`src/rtl/fir_mac_sched.sv`:
```
// ============================================================================
// fir_mac_sched
// ----------------------------------------------------------------------------
// Time-multiplexed FIR multiply-accumulate scheduler. A single signed MAC is
// shared by up to NUM_CH filter requesters (LPF-I, LPF-Q, Hilbert, delay).
// On each frame strobe the enabled channels are visited in ascending order.
// For each channel the block streams tap addresses to the requester's
// sample/coefficient storage and accumulates the returned products. It then
// scales the sum by 2^-(CW-1), saturates it to DW bits and publishes it.
//
// Optional feature (macro FIR_MAC_ROUND_EN):
//   defined   : 2^(CW-2) is added before the scaling shift (round half up)
//   undefined : the scaling shift truncates toward -inf
//   Latency is the same in both builds.
//
// Ports:
//   mclk             clock
//   reset            synchronous active-high reset; aborts a running frame
//   next_lrclk_fall  frame-start strobe, one mclk wide
//   ch_en            per-channel enable, latched at frame start
//   ch_ntaps         per-channel tap count (ch0 in LSBs), latched at frame start
//   rd_en            tap read request
//   rd_ch            channel being read
//   rd_addr          tap index k
//   sample_in        x[n-k] for rd_ch, valid one cycle after rd_en
//   coef_in          b[k] for rd_ch (Q1.15), valid one cycle after rd_en
//   y_out            packed per-channel results, held between updates
//   y_valid          per-channel one-cycle pulse when y_out updates
//   frame_done       one-cycle pulse after the last enabled channel
//   busy             high from frame accept through frame_done
//   overrun          sticky; a strobe arrived while busy
// ============================================================================
module fir_mac_sched #(
  parameter int NUM_CH = 4,
  parameter int TAPS   = 51,
  parameter int DW     = 24,
  parameter int CW     = 16,
  parameter int AW     = 6,
  parameter int CHW    = 2
) (
  input  logic                 mclk,
  input  logic                 reset,
  input  logic                 next_lrclk_fall,
  input  logic [NUM_CH-1:0]    ch_en,
  input  logic [NUM_CH*AW-1:0] ch_ntaps,
  output logic                 rd_en,
  output logic [CHW-1:0]       rd_ch,
  output logic [AW-1:0]        rd_addr,
  input  logic [DW-1:0]        sample_in,
  input  logic [CW-1:0]        coef_in,
  output logic [NUM_CH*DW-1:0] y_out,
  output logic [NUM_CH-1:0]    y_valid,
  output logic                 frame_done,
  output logic                 busy,
  output logic                 overrun
);

  // Product and accumulator widths. The accumulator carries AW guard bits,
  // so TAPS full-scale products cannot overflow it.
  localparam int PW  = DW + CW;
  localparam int ACW = DW + CW + AW;

  localparam logic [AW-1:0] TAPS_MAX = AW'(TAPS);

  localparam logic signed [ACW-1:0] SAT_MAX = {{(ACW-DW+1){1'b0}}, {(DW-1){1'b1}}};
  localparam logic signed [ACW-1:0] SAT_MIN = {{(ACW-DW+1){1'b1}}, {(DW-1){1'b0}}};

`ifdef FIR_MAC_ROUND_EN
  localparam logic signed [ACW-1:0] RND_BIAS = ACW'(1) << (CW-2);
`else
  localparam logic signed [ACW-1:0] RND_BIAS = '0;
`endif

  typedef enum logic [2:0] {
    IDLE,
    SEL,
    ISSUE,
    DRAIN,
    WRITE,
    DONE
  } state_t;

  state_t state_q;
  state_t state_d;

  // Latched frame configuration. en_pend loses a bit as each channel is
  // written, so SEL only has to find the lowest remaining bit.
  logic [NUM_CH-1:0]    en_pend;
  logic [NUM_CH*AW-1:0] ntaps_q;

  logic [CHW-1:0]       ch_q;
  logic [AW-1:0]        k_q;
  logic [AW-1:0]        last_k_q;
  logic                 rd_en_d;

  logic signed [ACW-1:0] acc_q;

  logic                 sel_found;
  logic [CHW-1:0]       sel_ch;
  logic [AW-1:0]        tap_req;
  logic [AW-1:0]        n_sel;

  logic signed [PW-1:0]  sample_x;
  logic signed [PW-1:0]  coef_x;
  logic signed [PW-1:0]  prod;
  logic signed [ACW-1:0] rounded;
  logic signed [ACW-1:0] shifted;
  logic [DW-1:0]         y_word;

  // Lowest-numbered channel still pending in this frame.
  always_comb begin
    sel_found = 1'b0;
    sel_ch    = '0;
    for (int i = NUM_CH-1; i >= 0; i--) begin
      if (en_pend[i]) begin
        sel_found = 1'b1;
        sel_ch    = CHW'(i);
      end
    end
  end

  // Requested tap count for the selected channel, clamped to TAPS.
  always_comb begin
    tap_req = ntaps_q[int'(sel_ch)*AW +: AW];
    n_sel   = (tap_req > TAPS_MAX) ? TAPS_MAX : tap_req;
  end

  // Full-precision signed product of the data returned for the previous
  // tap request.
  assign sample_x = PW'($signed(sample_in));
  assign coef_x   = PW'($signed(coef_in));
  assign prod     = sample_x * coef_x;

  // Q1.15 rescale (arithmetic shift), optional rounding bias, and clamp
  // to the signed DW-bit output range.
  always_comb begin
    rounded = acc_q + RND_BIAS;
    shifted = rounded >>> (CW-1);
    if (shifted > SAT_MAX) begin
      y_word = SAT_MAX[DW-1:0];
    end else if (shifted < SAT_MIN) begin
      y_word = SAT_MIN[DW-1:0];
    end else begin
      y_word = shifted[DW-1:0];
    end
  end

  // State register.
  always_ff @(posedge mclk) begin
    if (reset) begin
      state_q <= IDLE;
    end else begin
      state_q <= state_d;
    end
  end

  // Next-state logic and the outputs that are pure functions of the state.
  // Read-side outputs are forced to zero outside ISSUE, so they are also
  // zero straight after reset.
  always_comb begin
    state_d    = state_q;
    rd_en      = 1'b0;
    rd_ch      = '0;
    rd_addr    = '0;
    busy       = 1'b1;
    frame_done = 1'b0;
    unique case (state_q)
      IDLE: begin
        busy = 1'b0;
        if (next_lrclk_fall) begin
          state_d = SEL;
        end
      end
      SEL: begin
        if (!sel_found) begin
          state_d = DONE;
        end else if (n_sel == '0) begin
          state_d = WRITE;
        end else begin
          state_d = ISSUE;
        end
      end
      ISSUE: begin
        rd_en   = 1'b1;
        rd_ch   = ch_q;
        rd_addr = k_q;
        if (k_q == last_k_q) begin
          state_d = DRAIN;
        end
      end
      DRAIN: begin
        state_d = WRITE;
      end
      WRITE: begin
        state_d = SEL;
      end
      DONE: begin
        frame_done = 1'b1;
        state_d    = IDLE;
      end
      default: begin
        state_d = IDLE;
      end
    endcase
  end

  // Datapath. rd_en_d marks the cycle in which the storage is returning
  // data for the previous request; only then is the product accumulated.
  // The first ISSUE cycle therefore adds nothing, and DRAIN picks up the
  // last tap.
  always_ff @(posedge mclk) begin
    if (reset) begin
      en_pend  <= '0;
      ntaps_q  <= '0;
      ch_q     <= '0;
      k_q      <= '0;
      last_k_q <= '0;
      rd_en_d  <= 1'b0;
      acc_q    <= '0;
      y_out    <= '0;
      y_valid  <= '0;
      overrun  <= 1'b0;
    end else begin
      rd_en_d <= (state_q == ISSUE);
      y_valid <= '0;

      if (next_lrclk_fall && (state_q != IDLE)) begin
        overrun <= 1'b1;
      end

      unique case (state_q)
        IDLE: begin
          if (next_lrclk_fall) begin
            en_pend <= ch_en;
            ntaps_q <= ch_ntaps;
          end
        end
        SEL: begin
          if (sel_found) begin
            ch_q     <= sel_ch;
            k_q      <= '0;
            last_k_q <= n_sel - AW'(1);
            acc_q    <= '0;
          end
        end
        ISSUE: begin
          k_q <= k_q + AW'(1);
          if (rd_en_d) begin
            acc_q <= acc_q + ACW'(prod);
          end
        end
        DRAIN: begin
          if (rd_en_d) begin
            acc_q <= acc_q + ACW'(prod);
          end
        end
        WRITE: begin
          y_out[int'(ch_q)*DW +: DW] <= y_word;
          y_valid[ch_q]              <= 1'b1;
          en_pend[ch_q]              <= 1'b0;
        end
        default: begin
        end
      endcase
    end
  end

endmodule

```
`config.mk`:
```
export PLATFORM = sky130hd
export DESIGN_NAME = fir_mac_sched
export DESIGN_NICKNAME = d
export VERILOG_FILES = /design/src/rtl/fir_mac_sched.sv
export SDC_FILE = /design/constraint.sdc
export NUM_CORES = 2
export LEC_CHECK = 0
export ABC_AREA = 1
export CAP_MARGIN = 0
export CORE_ASPECT_RATIO = 0.6
export CORE_MARGIN = 4
export CORE_UTILIZATION = 65
export CTS_BUF_LIST = sky130_fd_sc_hd__clkbuf_16
export CTS_CLUSTER_SIZE = 40
export DETAILED_ROUTE_END_ITERATION = 10
export PLACE_DENSITY = 0.9
export SETUP_SLACK_MARGIN = 0.1
export SLEW_MARGIN = 40
export SYNTH_ARGS = -nofsm -noshare
export SYNTH_HDL_FRONTEND = slang
export SYNTH_SLANG_ARGS = --single-unit
```
`constraint.sdc`:
```
create_clock -name mclk -period 20.8 [get_ports mclk]
set_input_delay 4.16 -clock mclk [delete_from_list [all_inputs] [get_ports mclk]]
set_output_delay 4.16 -clock mclk [all_outputs]
set_load 0.005 [all_outputs]
```
* Word level (Yosys, flattened, before mapping)
Cells that the tools add are included.
** Operators by class
- Equal/unequal tests :: 10
- Bitwise logic cells :: 3
- Add/sub/neg operators :: 4
- Reductions and logical operators :: 16
- Multiply operators :: 3
- $lt $le $gt $ge :: 5
- Shift-type cells :: 3
- Muxes and demuxes :: 31
** Operator list (number)
- 96-bit bitwise mux :: 1
- 24-bit by 33-bit variable shift with 96-bit output (first input constant) :: 1
- 24-bit by 33-bit indexed part select with 96-bit output :: 1
- 46-bit two-way mux :: 2
- 46-bit case mux with 2 select lines :: 1
- 24-bit two-way mux :: 2
- 46-bit by 40-bit adder with 46-bit output :: 1
- 24-bit by 16-bit multiplier with 40-bit output :: 1
- 7-bit negation with 33-bit output :: 1
- 31-bit by 24-bit greater-than comparator with 1-bit output (second input constant) :: 1
- 31-bit by 24-bit less-than comparator with 1-bit output (second input constant) :: 1
- 24-bit by 6-bit indexed part select with 6-bit output :: 1
- 6-bit two-way mux :: 3
- 3-bit case mux with 5 select lines :: 1
- 3-bit two-way mux :: 4
- 6-bit case mux with 2 select lines :: 1
- 2-bit two-way mux :: 5
- 2-bit AND reduction :: 5
- 2-bit by 2-bit multiplier with 4-bit output (second input constant) :: 2
- 1-bit two-way mux :: 8
- 4-bit case mux with 2 select lines :: 1
- 6-bit by 1-bit adder with 6-bit output (second input constant) :: 1
- 3-bit by 2-bit equality test with 1-bit output (second input constant) :: 2
- 3-bit equality test (second input constant) :: 2
- 20 further kinds :: 26
** Storage, ports and cells
- Bits in registers :: 193
- Output and inout port bits :: 112

* Depth between registers and ports, before layout
- Depth in word-level cells :: 12
- Depth in mapped cells :: 28
- Gate-level depth less buffers :: 26

* Worst setup path after synthesis
OpenSTA, ideal clock, no wires.
- Path type :: input port to flip-flop
- From :: input sample_in[23]
- To :: register acc_q[45]
- Stages on the path :: 24
- Path buffers :: 1
- Setup time :: 0.132 ns
- Path slack :: 11.283 ns
- Arrival :: 9.385 ns
- Required time :: 20.668 ns
- Cell sequence :: clkbuf_1 nand2_1 fa_1 inv_1 fa_1 inv_1 fa_1 fa_1 inv_1 fa_1 inv_1 fa_1 inv_1 ha_1 nand2_1 nor3_1 and2_1 nand2_1 nor2_1 nand2_1 nand3_1 nand2_1 nand3_1 a21oi_1
** Between the ends
- Word-level cells in the longest chain between the ends :: 4
** Ends and longest elaborated chain
- start, declared :: line 49 : input logic [DW-1:0] sample_in,
- 24-bit by 16-bit multiplier with 40-bit output :: line 132 : assign prod = sample_x * coef_x;
- 46-bit by 40-bit adder with 46-bit output :: line 249, 254
- 46-bit two-way mux :: line 248, 253
- 46-bit case mux with 2 select lines :: line 231 : unique case (state_q)
- end signal, assigned :: line 249 : acc_q <= acc_q + ACW'(prod);
- end signal, assigned :: line 254 : acc_q <= acc_q + ACW'(prod);
- end, declared :: line 96 : logic signed [ACW-1:0] acc_q;
No other way between the ends. The select of a mux whose other input is x is not followed.
A chain may end at the register's enable or synchronous reset.

* Final worst setup path
- From :: input sample_in[23]
- To :: register acc_q[39]
Same word-level chain as after synthesis.

==> out/qor.yml <==
root_buffer: "clkbuf_16"
synth_async_sr_flop_share_pct: 0
antenna_found_initial: 0
critPathMaxFanout: 16
arrival_ns: 11.14
synth_area_per_cell_sq_um: 7.395
syn_area_sq_mm: 0.02602
drive_gt1_share_pct: 3.089
htreeDepth: 4
most-common-layout-cells: "nand2_1 (939), inv_1 (801), fa_1 (441)"
port_buffers: 182
critPathSlowestCell: "clkdlybuf4s50_1"
diodes: 0
rsz0062_at_grt: "false"
clkSlewWorstSetupHoldPaths_ns: 0.08
post-cts-setup-buffers: 0
synth-edff-count: 0
synthMuxAreaShare_pct: 0
crit_chain: "clkdlybuf4s50_1 -> nand2_1 -> inv_1 -> fa_2 -> fa_1 -> inv_1 -> fa_1 -> fa_1 -> inv_1 -> fa_1 -> inv_1 -> fa_1 -> inv_1 -> ha_1 -> a21oi_1 -> o21ai_0 -> a21o_1 -> nor2_1 -> nand3_1 -> nand2_1 -> nand3_1 -> a21oi_1"
fillerInstances: 3020
startpoint_type: "input pin"
gp_congestion: 1.031
cts_resized: 0
synthSimpleGateAreaFrac_pct: 21.09
cts_sinks: 193
worstSkewPairLatency_ns: 0.46
synth_fa_ha_area_share_pct: 40.60
max_slew_margin_pct: 37.46
nets: 4230
ff_latch_area_sq_mm: 0.003864
die_area_sq_mm: 0.04339
tightest_slew_ns: 0.9352
die_h_microns: 163.0
clockBufferDepth: 2
setup.worst_path.class: "input pin to register"
num_rows: 56
ys_seq_area_share_pct: 14.85
synth_ff_type: "dfxtp_1"
synth_xor_area_share_pct: 0.6396
outcome: "finished clean"
cts_buffers: 17
initial_core_util_pct: 66.19
synth_top_family_by_area: "adder cells"
die_w_microns: 266.3
grt_max_degree: 96
layout_commonest_cell: "nand2_1"
setup_tns_ns: 0
finalCriticalPeriod_ns: 10.76
final_hold_viol_count: 0
max_stage_delay_ns: 0.93
synth_cells: 3518
yosysWarnings: 0
multi_input_area_sq_mm: 0.01848
setup_violations: 0
worstHoldPathType: "register to register"
ys_seq_elements: 193
dpl.hpwl_microns: 63980
ant_nets: 0
syn_nets: 4168
routedWlPerCell_microns: 19.00
cts_hold_buf: 0
finalMaxSlewViolations: 0
areaGrowthSynthToFinish_pct: 9.662
worst_setup_path_end_kind: "register"
routed_via_density: 5.704
grt_overflow: 0
period_share_pct: 51.74
fmax_mhz: 92.93
core_area_sq_mm: 0.03931
cts_tree: "yes"
clock_skew_ns: 0.01670
ys_types: 47
grt_pass1_wl_microns: 125900
drc: 0
dr.pass1.iters: 6
drtIter0Drc: 2919
synth_compound_area_share_pct: 8.618
route.vias.total: 23472
wl_microns: 78200
cap_violations: 0
grt_pass1_vias: 23559
grt_use_total_pct: 36.91
io_pins: 183
required_ns: 21.18
-- kinds of logic after synthesis --
logic type	Yosys count
flops	193
buf+inv	965
xor+xnor	19
simple gates	1337
compound gates	425
fa+ha+maj	579
-- sequential cells by signal, indices dropped and copies added (netlist names) --
register,cells
y_out,96
last_k_q,6
ch_q,2
state_q,3
overrun,1
ntaps_q,24
en_pend,4
acc_q,46
y_valid,4
rd_en_d,1
k_q,6
-- metal layers --
metal  vias up  wire length, microns  track usage, %  share of wire, %
met4         0                  1317           7.316               1.7
met1     11236                 34270           56.05                44
met3       142                 10150           11.38                13
met2      1436                 32470           52.64                42
met5         -                     0               0                 0
li1      10658                     -               -                 -
-- area by class of cell --
type,instances,share of cell area [%]
Sequential cell,193,13.54
Clock buffer,17,1.491
Clock inverter,15,0.6798
Inverter,808,10.66
Tap cell,522,2.289
Multi-Input combinational cell,2360,64.76
Timing Repair Buffer,200,6.578
-- final timing paths --
kind | start | end | slack, ns | cells after the start
worst max-delay path | sample_in[23] | acc_q[39] | 10.04 | 22
worst min-delay path | ntaps_q[6] | ntaps_q[6] | 0.45 | 2
worst max register to register | acc_q[15] | acc_q[38] | 15.65 | 19
worst min register to register | ntaps_q[6] | ntaps_q[6] | 0.45 | 2
-- Yosys cell counts (2+ instances only) --
cell type	count	share of area [%]
xnor2_1	7	0.24
or2_2	7	0.17
nor2_2	9	0.22
nand2_2	6	0.14
nand4_1	36	0.87
o211ai_1	14	0.40
fa_1	442	34
o21ai_1	2	0.038
inv_1	800	12
buf_2	17	0.33
inv_2	6	0.087
nand2_1	940	14
nor2_4	3	0.13
nand3_1	160	3.1
nor2_1	145	2.1
a21oi_2	2	0.067
o21bai_1	4	0.12
o31ai_1	10	0.29
nand2b_1	4	0.096
a21o_1	4	0.12
o22ai_1	3	0.072
clkbuf_1	124	1.8
buf_6	4	0.17
nand3b_1	4	0.12
nor3_1	13	0.25
nor4_1	3	0.072
xor2_1	12	0.40
buf_4	4	0.12
nand2_4	2	0.087
o21ai_0	123	2.4
buf_1	8	0.12
a21oi_1	257	4.9
dfxtp_1	193	15
ha_1	137	6.6
-- critical path: cells and delay by family --
family | cells | cell delay [ns]
buffers and inverters | 6 | 1.38
and+or+nand+nor | 5 | 0.65
adders and majority gates | 7 | 3.97
AOI/OAI and AO/OA | 4 | 0.95
-- metrics by stage --
| stage | instance area [sq um] | instances | utilization (%) | setup slack, ns | hold WS, ns |
|---|---|---|---|---|---|
| CTS | 28550 | 4114 | 72.62 | 10.19 | 0.4507 |
| finish | 28530 | 4115 | 72.58 | 10.04 | 0.4534 |
| global placement | 27960 | 4082 | 71.13 | 9.516 | 0.4334 |
| detailed placement | 27930 | 4082 | 71.05 | 9.751 | 0.4384 |
| floorplan | 26020 | 3518 | - | 11.28 | 0.4237 |
| global route | 28530 | 4115 | 72.58 | 9.748 | 0.4733 |
Power is left out: the tool's default activity adds up to more than one toggle a clock period on the data nets, which glitch-free logic cannot reach.
